$ cat src/rtl/raster_scan_cnt.sv
// raster_scan_cnt
// ---------------------------------------------------------------------------
// Two-dimensional raster-scan address counter for the sharpening datapath.
// A frame scan is started with START; every CE in RUN advances one pixel in
// row-major order. After the last pixel a single FIN cycle raises DONE.
//
// Parameters:
//   COL_W, ROW_W  widths of the COL / ROW outputs
//   COLS, ROWS    frame size in pixels / lines
//   BORDER        border thickness used by EDGE (0 disables EDGE)
//
// Ports:
//   CLK        clock, rising edge
//   RST_N      asynchronous active-low reset
//   CLR        synchronous abort/clear (wins over START)
//   START      begin a frame scan (sampled in IDLE and FIN)
//   CE         advance one pixel (honoured only in RUN)
//   COL, ROW   current pixel address (registered)
//   BUSY       high in RUN
//   EOL        current pixel is the last of its line
//   EOF        current pixel is the last of the frame
//   EDGE       current pixel lies in the border region
//   DONE       one-cycle pulse after the last pixel is consumed
//   fsm_state  current FSM state (0 IDLE, 1 RUN, 2 FIN) for observation
//
// Handshake: a pixel is consumed on a rising edge where BUSY=1 and CE=1.
// EOL/EOF/EDGE describe that pixel and depend on registered state only.
// ---------------------------------------------------------------------------
module raster_scan_cnt #(
  parameter int COL_W  = 8,
  parameter int ROW_W  = 8,
  parameter int COLS   = 256,
  parameter int ROWS   = 256,
  parameter int BORDER = 1
) (
  input  logic             CLK,
  input  logic             RST_N,
  input  logic             CLR,
  input  logic             START,
  input  logic             CE,
  output logic [COL_W-1:0] COL,
  output logic [ROW_W-1:0] ROW,
  output logic             BUSY,
  output logic             EOL,
  output logic             EOF,
  output logic             EDGE,
  output logic             DONE,
  output logic [1:0]       fsm_state
);

  // Reject parameter sets that cannot describe a legal frame.
  generate
    if (COLS < 2 || COLS > (1 << COL_W)) begin : g_bad_cols
      $error("raster_scan_cnt: COLS must be in 2..2**COL_W");
    end
    if (ROWS < 2 || ROWS > (1 << ROW_W)) begin : g_bad_rows
      $error("raster_scan_cnt: ROWS must be in 2..2**ROW_W");
    end
    if (BORDER < 0 || 2 * BORDER > COLS || 2 * BORDER > ROWS) begin : g_bad_border
      $error("raster_scan_cnt: BORDER must satisfy 0 <= 2*BORDER <= min(COLS,ROWS)");
    end
  endgenerate

  typedef enum logic [1:0] {
    S_IDLE = 2'd0,
    S_RUN  = 2'd1,
    S_FIN  = 2'd2
  } state_t;

  state_t state;

  // All bound comparisons are done at 32 bits so COLS = 2**COL_W is handled
  // by an explicit compare rather than by counter overflow.
  localparam logic [31:0]      COL_LAST = 32'(COLS - 1);
  localparam logic [31:0]      ROW_LAST = 32'(ROWS - 1);
  localparam logic [COL_W-1:0] COL_ONE  = COL_W'(1);
  localparam logic [ROW_W-1:0] ROW_ONE  = ROW_W'(1);

  logic [31:0] col_x;
  logic [31:0] row_x;
  logic        col_last;
  logic        row_last;
  logic        in_border;

  assign col_x    = 32'(COL);
  assign row_x    = 32'(ROW);
  assign col_last = (col_x == COL_LAST);
  assign row_last = (row_x == ROW_LAST);

  generate
    if (BORDER == 0) begin : g_no_border
      assign in_border = 1'b0;
    end else begin : g_border
      localparam logic [31:0] B_LO  = 32'(BORDER);
      localparam logic [31:0] C_HI  = 32'(COLS - BORDER);
      localparam logic [31:0] R_HI  = 32'(ROWS - BORDER);
      assign in_border = (col_x < B_LO) || (col_x >= C_HI) ||
                         (row_x < B_LO) || (row_x >= R_HI);
    end
  endgenerate

  // Status outputs decode the registered state; no input reaches them.
  assign BUSY      = (state == S_RUN);
  assign DONE      = (state == S_FIN);
  assign EOL       = BUSY & col_last;
  assign EOF       = EOL & row_last;
  assign EDGE      = BUSY & in_border;
  assign fsm_state = state;

  always_ff @(posedge CLK or negedge RST_N) begin
    if (!RST_N) begin
      state <= S_IDLE;
      COL   <= '0;
      ROW   <= '0;
    end else if (CLR) begin
      state <= S_IDLE;
      COL   <= '0;
      ROW   <= '0;
    end else begin
      case (state)
        S_IDLE: begin
          if (START) begin
            state <= S_RUN;
            COL   <= '0;
            ROW   <= '0;
          end
        end
        S_RUN: begin
          if (CE) begin
            if (col_last && row_last) begin
              // Last pixel consumed: park the address at the origin.
              state <= S_FIN;
              COL   <= '0;
              ROW   <= '0;
            end else if (col_last) begin
              COL <= '0;
              ROW <= ROW + ROW_ONE;
            end else begin
              COL <= COL + COL_ONE;
            end
          end
        end
        S_FIN: begin
          // Counters are already zero; START here chains the next frame.
          state <= START ? S_RUN : S_IDLE;
          COL   <= '0;
          ROW   <= '0;
        end
        default: begin
          state <= S_IDLE;
          COL   <= '0;
          ROW   <= '0;
        end
      endcase
    end
  end

endmodule

$ cat config.mk
export PLATFORM = sky130hd
export DESIGN_NAME = raster_scan_cnt
export DESIGN_NICKNAME = d
export VERILOG_FILES = /design/src/rtl/raster_scan_cnt.sv
export SDC_FILE = /design/constraint.sdc
export NUM_CORES = 1
export LEC_CHECK = 0
export CORE_UTILIZATION = 49
export CTS_BUF_LIST = sky130_fd_sc_hd__clkbuf_8 sky130_fd_sc_hd__clkbuf_16
export DETAILED_ROUTE_END_ITERATION = 16
export HOLD_SLACK_MARGIN = 0.05
export PLACE_DENSITY = 0.9
export SLEW_MARGIN = 20
export SYNTH_ARGS = -nofsm -noshare
export SYNTH_HDL_FRONTEND = slang
export SYNTH_SLANG_ARGS = --single-unit
$ cat constraint.sdc
create_clock -name CLK -period 2.5 [get_ports CLK]
set_input_delay 0.25 -clock CLK [delete_from_list [all_inputs] [get_ports CLK]]
set_output_delay 0.25 -clock CLK [all_outputs]
set_load 0.05 [all_outputs]
==> run summary, run 1 <==
R2R cell count - 5
Pleak - 0.595 nW
height of the die - 51.6 um
H-tree levels - 1
PD cells - 666 mW/mm^2
final WL - 3.18 mm
layout cell share with drive strength beyond 1 - 12.3%
total grt overflow - 0
# IOs - 28
Core ar. - 0.00225 sq mm
share of the synthesized area in the top cell type - 37.4%
vias in the first global route - 1122
skew final - 2.26 ps
top cells by count, synth - 18 x dfrtp_1, 13 x nor2_1, 11 x nand2_1, 9 x nand3_1, 8 x a21oi_1
Pwr Total - 1.04 mW
CTS Hold Bufs - 0
initial antenna violation count - 0
# rows - 17
TritonCTS clock tree - done
CP Max Fanout - 6
Worst VDD drop - 0.452 mV
CTS Buffer Depth - 2
min cycle time layout - 2320 ps
vias per cell - 6.50
Post-Syn Area - 0.00120 sq mm
Overall Global Routing Usage - 27.0%
Die ar. - 0.00266 sq mm
drt drc - 0
CP required - 2250 ps
unrepaired setup endpoints after global routing - false
CTS root buf - clkbuf_8
vias - 1235
area growth from synthesis to layout - 29.2%
Slew @ Worst Pin - 804 ps
later-pin clock latency in the skew report - 250 ps
final core utilization - 69.0%
largest net degree at the start of global routing - 19
clock slew at reported path FFs - 70 ps
Slew headroom - 46.2%
Starting Density - 53.4%
Initial DRC Count - 107
synthesized area per cell - 8.98 sq um
ANT nets after route - 0
largest cells by area after synthesis - dfrtp_1 37%, ha_1 4.2%, nor2_1 4.1%
Cells after Synth - 134
endpoints failing setup - 0
Max Clk Rate - 430 MHz
status - finished, final reports clean
Hold WS - 460 ps
DRT Pass-1 Iters - 5
ys flop type - dfrtp_1
asr flop ratio synth - 100%
cell with the most instances after synthesis - dfrtp_1
IO Port Bufs - 27
kind of critical path - register to output port
Fin. Hold Viols - 0
Final period util - 92.9%
Setup TNS - 0 ps
register area share after synthesis - 37.4%
clk sinks - 18
diode count - 0
Die Wd - 51.6 um
Layout Nets - 172
Post-synth EDFFs - 0
area leader, netlist - dfrtp_1
CP Capture Type - output port
Worst setup SP type - register
number of synthesized register bits - 18
post-CTS sizing - 0
Wirelength per Cell - 16.8 um
DP HPWL - 2.30 mm
syn_nets - 143
first-pass GRT wire length - 5.32 mm
number of setup buffers added after CTS - 0
CP arrival - 2070 ps
synth unique cells - 44
max-slew violation count - 0
CTS Buf Count - 3
Synthesis Warnings - 0
Hold Path Class - input pin to async pin
Final Wtd Congestion - 0.959
maximum capacitance violations - 0
-- critical path, cell delays in order, from the launching register on --
cell and delay, ps:
dfrtp_1 440, ha_1 260, nand4_1 220, or4_4 580, nor2_2 170, buf_12 160
-- worst paths after layout --
kind                             start      endpoint  slack, ps
max in group asynchronous        RST_N        ROW[4]       1540
worst max-delay path            ROW[1]           EOF        180
worst min-delay path             RST_N        COL[1]        460
worst min register to register  COL[1]        COL[1]        570
worst max register to register  ROW[1]  fsm_state[0]        330
min in group CLK                COL[1]        COL[1]        570
-- placed cells by master (no fill, tap or decap), types with 4 or more instances in the layout --
cell,instances
nand4_1,4
ha_1,4
o21ai_0,5
nor2b_1,4
nor3_1,6
inv_1,6
xnor2_1,4
nor2_1,12
a21oi_1,8
dfrtp_1,18
nand3_1,9
clkbuf_8,4
nand2_1,11
clkdlybuf4s50_1,24
-- kinds of logic (layout without fill, tap and decap cells) --
logic type | after synthesis | after routing | share of synthesized area, %
flip-flops | 18 | 18 | 37.4
XOR/XNOR | 4 | 4 | 2.91
multiplexers | 2 | 2 | 1.87
AND/OR/NAND/NOR | 66 | 66 | 31.9
adder cells (fa/ha/maj) | 4 | 4 | 4.16
buffers and inverters | 9 | 37 | 3.22
AO/OA/AOI/OAI | 31 | 31 | 18.5
-- flip-flops by register name, summed over array words and instances (netlist names) --
signal / flops
COL: 8
ROW: 8
fsm_state: 2
-- per-stage QoR --
| stage | setup WS (ps) | cells | instance area (sq um) |
|---|---|---|---|
| after floorplan | 66.3 | 134 | 1210 |
| after global placement | 465 | 186 | 1500 |
| after detailed placement | 379 | 186 | 1500 |
| after CTS | 199 | 190 | 1560 |
| after global routing | 96.4 | 190 | 1560 |
| final | 177 | 190 | 1560 |
-- power by group --
part / internal, mW / switching, mW
registers: 0.313 / 0.0424
clock network: 0.140 / 0.0971
logic: 0.145 / 0.299
total: 0.598 / 0.439
-- final cells by class --
type / count / area (sq um)
Inverter: 6 / 22.5
Sequential cell: 18 / 450
Multi-Input combinational cell: 107 / 717
Fill cell: 174 / 699
Clock buffer: 4 / 55.1
Tap cell: 28 / 35.0
Timing Repair Buffer: 27 / 275
-- layer usage --
layer  vias to the layer above  share of wire, %  track usage, %
li1                        559                 -               -
met1                       562                41            39.2
met2                        96                46            39.2
met3                        18               9.9            4.68
met4                         0               3.5            12.2
met5                         -                 0               0
Power figures use the tool's default switching activity.
==> run 2, diff against run 1 <==
Settings changed: ABC_CLOCK_PERIOD_IN_PS from default to 2500.
==> results of run 2 <==
Same layout as run 1: the final DEF is identical, and so are final timing and power.
==> run 3, diff against run 2 <==
Settings changed: ABC_CLOCK_PERIOD_IN_PS 2500 to default, CTS_CLUSTER_DIAMETER from default to 120.
Clock period 2.5 ns to 2.3 ns, I/O delays scaled along.
==> run 3 against run 2 <==
Against the previous run: die area did not move; register-to-register slack lost 130 ps; clock power rose by 11%; via count is 6.2% higher; highest routed layer unchanged.
==> run summary, run 3 (synthesis gave the netlist of run 1 again) <==
RR Startpoint - ROW[1] (unchanged)
CTS root buf - clkbuf_8 (unchanged)
Reg area - 455 sq um (was 450 sq um)
Starting Density - 53.4% (unchanged)
Overall Global Routing Usage - 29.4% (was 27.0%)
vias per cell - 6.76 (was 6.50)
Die ar. - 0.00266 sq mm (unchanged)
ANT nets after route - 0 (unchanged)
drt drc - 0 (unchanged)
Die Wd - 51.6 um (unchanged)
Layout Nets - 176 (was 172)
Final period util - 98.2%
CTS Hold Bufs - 0 (unchanged)
Pleak - 0.605 nW (was 0.595 nW)
Worst VDD drop - 0.545 mV (was 0.452 mV)
CP required - 2070 ps (was 2250 ps)
Slew @ Worst Pin - 580 ps (was 804 ps)
Net Sw Frac - 42.4% (was 42.3%)
later-pin clock latency in the skew report - 260 ps (was 250 ps)
maximum capacitance violations - 0 (unchanged)
largest net degree at the start of global routing - 19 (unchanged)
Max Clk Rate - 443 MHz
IO Port Bufs - 27 (unchanged)
Fill cells - 173 (was 174)
CTS Buffer Depth - 2 (unchanged)
Multi-input gate area - 728 sq um (was 717 sq um)
first-pass GRT wire length - 5.74 mm (was 5.32 mm)
FF-to-FF setup slack - 200 ps (was 330 ps)
TritonCTS clock tree - done (unchanged)
Pwr Total - 1.18 mW (was 1.04 mW)
Worst setup SP type - register (unchanged)
min cycle time layout - 2260 ps
CP Max Fanout - 6 (unchanged)
Hold WS - 292 ps (was 460 ps)
initial antenna violation count - 0 (unchanged)
Hold Path Class - input pin to async pin (unchanged)
Fin. Hold Viols - 0 (unchanged)
clock slew at reported path FFs - 70 ps (about the same)
r2r endpoint - fsm_state[0] (unchanged)
DRT Pass-1 Iters - 5 (unchanged)
final WL - 3.49 mm (was 3.18 mm)
Clk pwr share - 22.4% (was 22.9%)
vias in the first global route - 1203 (was 1122)
total grt overflow - 0 (unchanged)
H-tree levels - 1 (unchanged)
DP HPWL - 2.46 mm (was 2.30 mm)
diode count - 0 (unchanged)
status - finished, final reports clean (unchanged)
CP Capture Type - output port (unchanged)
final core utilization - 71.6% (was 69.0%)
Slew headroom - 60.8% (was 46.2%)
# rows - 17 (unchanged)
Wirelength per Cell - 18.0 um (was 16.8 um)
Core ar. - 0.00225 sq mm (unchanged)
Power Internal - 679 uW (was 598 uW)
switching pwr - 500 uW (was 439 uW)
area growth from synthesis to layout - 34.1% (was 29.2%)
vias - 1311 (was 1235)
max-slew violation count - 0 (unchanged)
PD cells - 731 mW/mm^2 (was 666 mW/mm^2)
Seq pwr share - 33.1% (was 34.3%)
# IOs - 28 (unchanged)
layout cell share with drive strength beyond 1 - 18.7% (was 12.3%)
height of the die - 51.6 um (unchanged)
clk sinks - 18 (unchanged)
kind of critical path - register to output port (unchanged)
most frequent cells in the layout - 24 x clkdlybuf4s50_1, 14 x dfrtp_1, 12 x nor2_1 (was 24 x clkdlybuf4s50_1, 18 x dfrtp_1, 12 x nor2_1)
combinational share of power - 44.5% (was 42.9%)
Final Wtd Congestion - 0.952 (was 0.959)
Initial DRC Count - 109 (was 107)
CP arrival - 2030 ps (was 2070 ps)
CTS Buf Count - 3 (unchanged)
R2R cell count - 5 (unchanged)
endpoints failing setup - 0 (unchanged)
skew final - 5.63 ps (was 2.26 ps)
commonest non-fill, non-tap cell in the layout - clkdlybuf4s50_1 (unchanged)
## run 3: cell count changes in the layout (fill, tap and decap cells not counted)
cell     change
buf_12       +1
dfrtp_2      +4
dfrtp_1      -4
ha_2         +2
buf_4        +3
ha_1         -2
a31oi_1      -1
a31oi_2      +1
## run 3: cell type report
type                    instances  area share, %
clock buffers                   4           3.41
inverters                       6           1.40
well taps                      28           2.17
repair buffers                 31           19.7
multi-input cells             107           45.1
flip-flops and latches         18           28.2
## run 3: power groups by stage
stage | logic (mW) | clock network, mW | registers (mW)
3_3_place_gp | 0.500 | 0 | 0.388
2_1_floorplan | 0.271 | 0 | 0.457
6_report | 0.524 | 0.264 | 0.391
5_1_grt | 0.550 | 0.283 | 0.394
3_5_place_dp | 0.509 | 0 | 0.393
4_1_cts | 0.515 | 0.266 | 0.387
## run 3: how the worst max path moves through the flow
| stage | start | to | cells after the start |
|---|---|---|---|
| floorplan | COL[3] | EOF | 4 |
| global placement | COL[1] | fsm_state[0] | 5 |
| detailed placement | ROW[1] | fsm_state[0] | 5 |
| CTS | ROW[1] | EOF | 5 |
| global route | ROW[1] | EOF | 5 |
| finish | ROW[1] | EOF | 5 |
## run 3: timing repair
| action | 4_1_cts | 5_1_grt |
|---|---|---|
| setup buffers | 0 | 3 |
| endpoints found under the setup margin | 0 | 1 |
| resized for setup | 0 | 2 |
## run 3: stage by stage
| step | setup TNS [ps] | worst slack [ps] | std cells | cell area, sq um |
|---|---|---|---|---|
| floorplan | 0 | 65.5 | 134 | 1220 |
| global placement | 0 | 293 | 187 | 1530 |
| detailed placement | 0 | 213 | 187 | 1530 |
| CTS | 0 | 18.1 | 191 | 1590 |
| global route | -12.0 | -12.0 | 194 | 1610 |
| finish | 0 | 40.3 | 194 | 1610 |
## run 3: layer usage
metal	wire (um)	GRT usage [%]
met1	1320	38.5
met2	1590	44.6
met3	395	4.97
met4	182	19.4
met5	0	0
## run 3: worst max-delay path, cell delays in order (launching register included)
cell	delay [ps]
dfrtp_2	420
ha_2	240
nand4_1	200
or4_4	580
nor2_2	170
buf_12	160
